### src/rtl/pipeline_hazard_ctrl_pkg.sv
// -----------------------------------------------------------------------------
// pipeline_hazard_ctrl_pkg
//   Shared definitions for the 5-stage pipeline stall/flush sequencer:
//   controller state encodings, default widths/limits, the stage-control
//   bundle type and a helper that builds the "everything advances" bundle.
// -----------------------------------------------------------------------------
package pipeline_hazard_ctrl_pkg;

    localparam int DEF_REG_W       = 5;   // register-index width
    localparam int DEF_MEM_TIMEOUT = 15;  // MEM_WAIT cycles without ack before ERROR
    localparam int DEF_CNT_W       = 4;   // timeout counter width, 2**CNT_W > MEM_TIMEOUT
    localparam int PERF_W          = 16;  // stall performance counter width

    typedef enum logic [1:0] {
        ST_RUN      = 2'd0,
        ST_MEM_WAIT = 2'd1,
        ST_ERROR    = 2'd2
    } ctrl_state_e;

    // Load enables and flushes for the PC and the four stage registers.
    typedef struct packed {
        logic pc_en;
        logic ifid_en;
        logic idex_en;
        logic exmem_en;
        logic memwb_en;
        logic ifid_flush;
        logic idex_flush;
    } stage_ctrl_t;

    // All stages advance; optionally squash the IF/ID and ID/EX contents.
    function automatic stage_ctrl_t ctrl_all_en(input logic flush);
        stage_ctrl_t c;
        c.pc_en      = 1'b1;
        c.ifid_en    = 1'b1;
        c.idex_en    = 1'b1;
        c.exmem_en   = 1'b1;
        c.memwb_en   = 1'b1;
        c.ifid_flush = flush;
        c.idex_flush = flush;
        return c;
    endfunction

endpackage

### src/rtl/pipeline_hazard_ctrl_load_use_detect.sv
// -----------------------------------------------------------------------------
// load_use_detect
//   Purely combinational load-use hazard compare between the instruction in
//   ID and a load in EX. Also reused by the forwarding unit.
// Ports
//   idRs, idRt   in  REG_W  source registers of the ID instruction
//   idUsesRt     in  1      ID instruction actually reads rt
//   exWriteReg   in  REG_W  destination register of the EX instruction
//   exMemRead    in  1      EX instruction is a load
//   exRegWrite   in  1      EX instruction writes a register
//   hit_o        out 1      ID needs the load result that is not yet available
// -----------------------------------------------------------------------------
module load_use_detect
    import pipeline_hazard_ctrl_pkg::*;
#(
    parameter int REG_W = DEF_REG_W
) (
    input  logic [REG_W-1:0] idRs,
    input  logic [REG_W-1:0] idRt,
    input  logic             idUsesRt,
    input  logic [REG_W-1:0] exWriteReg,
    input  logic             exMemRead,
    input  logic             exRegWrite,
    output logic             hit_o
);

    logic dest_valid;
    logic rs_match;
    logic rt_match;

    // $zero is never a real dependency, so a load targeting r0 cannot stall.
    assign dest_valid = exMemRead && exRegWrite && (exWriteReg != '0);
    assign rs_match   = (exWriteReg == idRs);
    assign rt_match   = idUsesRt && (exWriteReg == idRt);
    assign hit_o      = dest_valid && (rs_match || rt_match);

endmodule

### src/rtl/pipeline_hazard_ctrl.sv
// -----------------------------------------------------------------------------
// pipeline_hazard_ctrl
//   Central stall/flush sequencer for the 5-stage pipeline. Freezes the pipe
//   while the data memory completes a req/ack handshake, inserts load-use
//   bubbles and squashes wrong-path instructions on a taken branch.
// Ports
//   clk, rst_n                       clock, asynchronous active-low reset
//   idRs, idRt, idUsesRt             ID source operands
//   exWriteReg, exMemRead, exRegWrite EX destination / load info
//   exBranchTaken                    branch resolved taken in EX
//   memAccess                        MEM stage holds a load or store
//   dmemAck                          one-cycle memory completion pulse
//   dmemReq                          registered memory request
//   pcEn..memwbEn                    stage-register load enables
//   ifidFlush, idexFlush             bubble insertion on next update
//   memErr                           sticky memory timeout error
//   stallCount                       saturating count of cycles with pcEn==0
// Enables/flushes are combinational from state + inputs and are forced low
// while rst_n is asserted.
// -----------------------------------------------------------------------------
module pipeline_hazard_ctrl
    import pipeline_hazard_ctrl_pkg::*;
#(
    parameter int REG_W       = DEF_REG_W,
    parameter int MEM_TIMEOUT = DEF_MEM_TIMEOUT,
    parameter int CNT_W       = DEF_CNT_W      // must satisfy 2**CNT_W > MEM_TIMEOUT
) (
    input  logic              clk,
    input  logic              rst_n,
    input  logic [REG_W-1:0]  idRs,
    input  logic [REG_W-1:0]  idRt,
    input  logic              idUsesRt,
    input  logic [REG_W-1:0]  exWriteReg,
    input  logic              exMemRead,
    input  logic              exRegWrite,
    input  logic              exBranchTaken,
    input  logic              memAccess,
    input  logic              dmemAck,
    output logic              dmemReq,
    output logic              pcEn,
    output logic              ifidEn,
    output logic              idexEn,
    output logic              exmemEn,
    output logic              memwbEn,
    output logic              ifidFlush,
    output logic              idexFlush,
    output logic              memErr,
    output logic [PERF_W-1:0] stallCount
);

    ctrl_state_e       state_q, state_d;
    logic              served_q, served_d;
    logic [CNT_W-1:0]  cnt_q, cnt_d;
    logic              req_q, req_d;
    logic              err_q, err_d;
    logic [PERF_W-1:0] stall_cnt_q, stall_cnt_d;
    stage_ctrl_t       ctrl;
    logic              lu_hit;

    load_use_detect #(
        .REG_W (REG_W)
    ) u_load_use_detect (
        .idRs       (idRs),
        .idRt       (idRt),
        .idUsesRt   (idUsesRt),
        .exWriteReg (exWriteReg),
        .exMemRead  (exMemRead),
        .exRegWrite (exRegWrite),
        .hit_o      (lu_hit)
    );

    always_comb begin
        ctrl     = '0;          // default: everything frozen, no bubbles
        state_d  = state_q;
        served_d = served_q;
        cnt_d    = cnt_q;
        req_d    = req_q;
        err_d    = err_q;

        case (state_q)
            ST_RUN: begin
                if (memAccess && !served_q) begin
                    // Freeze already this cycle; the request goes out registered.
                    state_d = ST_MEM_WAIT;
                    req_d   = 1'b1;
                    cnt_d   = '0;
                end else if (exBranchTaken) begin
                    // Squashing ID makes any concurrent load-use hazard moot.
                    ctrl = ctrl_all_en(1'b1);
                end else if (lu_hit) begin
                    // Hold PC and IF/ID, push a bubble into EX, let the load move on.
                    ctrl.idex_en    = 1'b1;
                    ctrl.idex_flush = 1'b1;
                    ctrl.exmem_en   = 1'b1;
                    ctrl.memwb_en   = 1'b1;
                end else begin
                    ctrl = ctrl_all_en(1'b0);
                end
                // Once the served instruction leaves MEM the next one may request.
                if (ctrl.exmem_en) begin
                    served_d = 1'b0;
                end
            end
            ST_MEM_WAIT: begin
                // cnt_d is the number of MEM_WAIT cycles spent including this one.
                cnt_d = cnt_q + 1'b1;
                if (dmemAck) begin
                    state_d  = ST_RUN;
                    req_d    = 1'b0;
                    served_d = 1'b1;
                end else if (cnt_d == CNT_W'(MEM_TIMEOUT)) begin
                    state_d = ST_ERROR;
                    req_d   = 1'b0;
                    err_d   = 1'b1;
                end
            end
            ST_ERROR: begin
                err_d = 1'b1;
            end
            default: begin
                // Unused encoding: park in ERROR rather than run with bad state.
                state_d = ST_ERROR;
                req_d   = 1'b0;
                err_d   = 1'b1;
            end
        endcase

        if (!ctrl.pc_en && (stall_cnt_q != '1)) begin
            stall_cnt_d = stall_cnt_q + 1'b1;
        end else begin
            stall_cnt_d = stall_cnt_q;
        end
    end

    always_ff @(posedge clk or negedge rst_n) begin
        if (!rst_n) begin
            state_q     <= ST_RUN;
            served_q    <= 1'b0;
            cnt_q       <= '0;
            req_q       <= 1'b0;
            err_q       <= 1'b0;
            stall_cnt_q <= '0;
        end else begin
            state_q     <= state_d;
            served_q    <= served_d;
            cnt_q       <= cnt_d;
            req_q       <= req_d;
            err_q       <= err_d;
            stall_cnt_q <= stall_cnt_d;
        end
    end

    // Reset forces every stage register to hold with no bubble.
    assign pcEn       = rst_n & ctrl.pc_en;
    assign ifidEn     = rst_n & ctrl.ifid_en;
    assign idexEn     = rst_n & ctrl.idex_en;
    assign exmemEn    = rst_n & ctrl.exmem_en;
    assign memwbEn    = rst_n & ctrl.memwb_en;
    assign ifidFlush  = rst_n & ctrl.ifid_flush;
    assign idexFlush  = rst_n & ctrl.idex_flush;
    assign dmemReq    = req_q;
    assign memErr     = err_q;
    assign stallCount = stall_cnt_q;

endmodule

### config.mk
export PLATFORM = sky130hd
export DESIGN_NAME = pipeline_hazard_ctrl
export DESIGN_NICKNAME = d
export VERILOG_FILES = /design/src/rtl/pipeline_hazard_ctrl_pkg.sv /design/src/rtl/pipeline_hazard_ctrl_load_use_detect.sv /design/src/rtl/pipeline_hazard_ctrl.sv
export SDC_FILE = /design/constraint.sdc
export NUM_CORES = 1
export LEC_CHECK = 0
export ABC_CLOCK_PERIOD_IN_PS = 2850
export CAP_MARGIN = 0
export CORE_MARGIN = 4
export CORE_UTILIZATION = 33
export DETAILED_ROUTE_END_ITERATION = 10
export SKIP_CTS_REPAIR_TIMING = 1
export SLEW_MARGIN = 5
export SYNTH_ARGS = -nofsm -noshare
export SYNTH_HDL_FRONTEND = slang
export SYNTH_SLANG_ARGS = --single-unit
export TNS_END_PERCENT = 5
### constraint.sdc
create_clock -name clk -period 2.85 [get_ports clk]
set_input_delay 0.57 -clock clk [delete_from_list [all_inputs] [get_ports clk]]
set_output_delay 0.57 -clock clk [all_outputs]
set_load 0.01 [all_outputs]
==> flow_summary.toml, run 1 <==
[place]
portBuffers = 47
routabilityCongestion = 0.734
post-dp-hpwl_um = 2320
dp.cells = 228
post-place-ws_ns = -0.252

[synthesis]
syn_nets = 156
yosysWarnings = 0
synth_area_um2 = 1350
netlist_instances = 130
postSynthAreaPerCell_um2 = 10.4
ys_seq_area_share_pct = 44.6
ys_ff_latch = 24
synth_cell_types = 35

[sta]
rsz0062_at_grt = "true"
layout_setup_ws_ns = 0.134
skew_ns = 0.00376
fin_crit_ns = 2.72
tightestPinTransition_ns = 0.359
slew_violations = 0
max_freq_ghz = 0.368
post-route-period-util_pct = 95.3
setup_violations = 0
relSlewSlack_pct = 76.0
hold_viol_final = 0

[route]
wl_met1_um = 1290
drc_errors = 0
wire_per_inst_um = 12.5
routed-wl-met3_um = 186
drtPass1Iterations = 4
dr.first_iter.drc_count = 69
totalWireLength_um = 2900
dr_wl_met2_um = 1390
vias = 1108
ant_nets = 0
via_per_inst = 4.80
routed.top_layer = "met4"

[global_routing]
grt_pass1_vias = 1161
grt_overflow_total = 0
track_usage_pct = 12.0
antenna_found_initial = 0
grt_pass1_wl_um = 4950
grt_max_degree = 25

[status]
status = "completed"

[cells_and_area]
fin_cells = 231
syn_to_final_growth_pct = 46.2
layout_common_cells = "clkdlybuf4s50_1 (43), xnor2_1 (25), dfrtp_1 (24), nand2_1 (12), buf_4 (8)"
fin_nets = 211
layout_commonest_cell = "clkdlybuf4s50_1"
drive_gt1_share_pct = 11.5
diodes = 0

[setup_path]
worstSetupPathType = "primary input to output port"
crit_arrival_ns = 2.15
slowest_delay_ns = 0.55
path_common_cell = "clkdlybuf4s50_1"
crit_chain = "clkdlybuf4s50_1, nor2b_1, nor3_2, nand2_1, buf_4, nor2_1, clkdlybuf4s50_1"
r2r_cells = 6
end_kind = "output port"
critical-path-top-delay-family = "buffers and inverters"
path_max_fanout = 3
critPathRequiredTime_ns = 2.28
cp_num_cells = 7
cp-start-kind = "primary input"
path_buf_inv = 3
cp_slowest_cell = "clkdlybuf4s50_1"

[die]
core_area_um2 = 3800
pin_count = 48
dieArea_um2 = 5170
die_w_um = 71.9
die_h_um = 71.9
rows = 22
initial_utilization_pct = 35.5

[cts]
cts_root_buffer = "clkbuf_8"
clock-sinks = 24
cts_tree = "yes"
clkTransAtPathRegs_ns = 0.07
cts_htree_levels = 1
clock_path_buffers = 2
cts_buffers = 3
clk_latency_ns = 0.26

[min_path]
hold_path_depth = 1
hold_class = "flip-flop to flip-flop"

[power]
p_per_area_nw_per_um2 = 677
leakagePower_uw = 0.000880
peakVddDrop_v = 0.000305

[job]
maxCapViolCount = 0
-- synth_stat cells, drive strengths merged --
master / number / area [um^2]
xnor2: 25 / 219
dfrtp: 24 / 601
nand2: 12 / 45.0
nand3: 9 / 55.1
buf: 6 / 43.8
nand4: 6 / 37.5
and3: 5 / 31.3
inv: 5 / 18.8
nand2b: 4 / 25.0
nor2: 4 / 15.0
a21oi: 3 / 15.0
ha: 3 / 37.5
o21ai: 3 / 15.0
a22o: 2 / 17.5
and4: 2 / 18.8
nor3: 2 / 10.0
o22ai: 2 / 18.8
a21o: 1 / 7.51
a31oi: 1 / 6.26
a32oi: 1 / 27.5
a41o: 1 / 10.0
and2: 1 / 6.26
mux2: 1 / 11.3
nor2b: 1 / 6.26
o21bai: 1 / 7.51
o22a: 1 / 8.76
o311a: 1 / 11.3
or2: 1 / 6.26
or3: 1 / 6.26
xor2: 1 / 8.76
-- path summary, 6_finish.rpt --
kind	startpoint	end	slack [ns]
min in group asynchronous	rst_n	memErr$_DFFE_PN0P_	0.71
max in group asynchronous	rst_n	cnt_q[1]$_DFFE_PN0P_	1.90
worst max-delay path	memAccess	ifidFlush	0.13
worst min-delay path	memErr$_DFFE_PN0P_	memErr$_DFFE_PN0P_	0.48
worst max register to register	stallCount[0]$_DFFE_PN0P_	stallCount[1]$_DFFE_PN0P_	0.82
worst min register to register	memErr$_DFFE_PN0P_	memErr$_DFFE_PN0P_	0.48
-- power by group --
group | switching [uW] | total, uW | internal [uW]
registers | 113 | 545 | 433
clock network | 95.2 | 189 | 94.3
logic | 248 | 600 | 352
-- state kept, by name, indices dropped and copies added (netlist names) --
register,flops
cnt_q,4
memErr,1
served_q,1
stallCount,16
state_q,2
-- layout make-up --
class / count / area, um^2
Inverter: 5 / 18.8
Sequential cell: 24 / 601
Timing Repair Buffer: 56 / 561
Clock buffer: 3 / 41.3
Multi-Input combinational cell: 95 / 689
Fill cell: 346 / 1830
Tap cell: 48 / 60.1
-- metal layers --
layer | up-vias | global-route usage, %
li1 | 555 | -
met1 | 512 | 15.3
met2 | 39 | 19.1
met3 | 2 | 2.77
met4 | 0 | 5.64
met5 | - | 0
-- cell families after synthesis --
kind of cell | synth area share [%]
buffers and inverters | 4.64
XOR/XNOR | 16.9
adder cells (fa/ha/maj) | 2.79
flip-flops | 44.6
AND/OR/NAND/NOR | 19.5
AO/OA/AOI/OAI | 10.8
multiplexers | 0.836
-- metrics by stage --
| stage | hold slack, ns | power (uW) | setup TNS, ns | instance area (um^2) | utilization, % |
|---|---|---|---|---|---|
| 6_report | 0.478 | 1330 | 0 | 1970 | 51.9 |
| 5_1_grt | 0.502 | 1440 | -0.00481 | 1970 | 51.9 |
| 3_3_place_gp | 0.450 | 1140 | -0.570 | 1910 | 50.4 |
| 2_1_floorplan | 0.274 | 865 | 0 | 1350 | - |
| 4_1_cts | 0.481 | 1360 | -0.655 | 1960 | 51.5 |
| 3_5_place_dp | 0.454 | 1160 | -0.629 | 1910 | 50.4 |
-- worst register-to-register path: stages, from the launching register on --
cell	delay [ns]
dfrtp_1	0.42
ha_1	0.23
and3_1	0.21
and4_2	0.30
a32oi_4	0.27
buf_12	0.17
mux2_2	0.33
Power figures use the tool's default switching activity.
==> run 2, diff against run 1 <==
--- a/config.mk
+++ b/config.mk
@@ -5,10 +5,10 @@
 export SDC_FILE = /design/constraint.sdc
 export NUM_CORES = 1
 export LEC_CHECK = 0
-export ABC_CLOCK_PERIOD_IN_PS = 2850
 export CAP_MARGIN = 0
 export CORE_MARGIN = 4
 export CORE_UTILIZATION = 33
+export CTS_CLUSTER_SIZE = 40
 export DETAILED_ROUTE_END_ITERATION = 10
 export SKIP_CTS_REPAIR_TIMING = 1
 export SLEW_MARGIN = 5
==> results of run 2 <==
The final DEF is identical to that of run 1; final timing and power are the same.
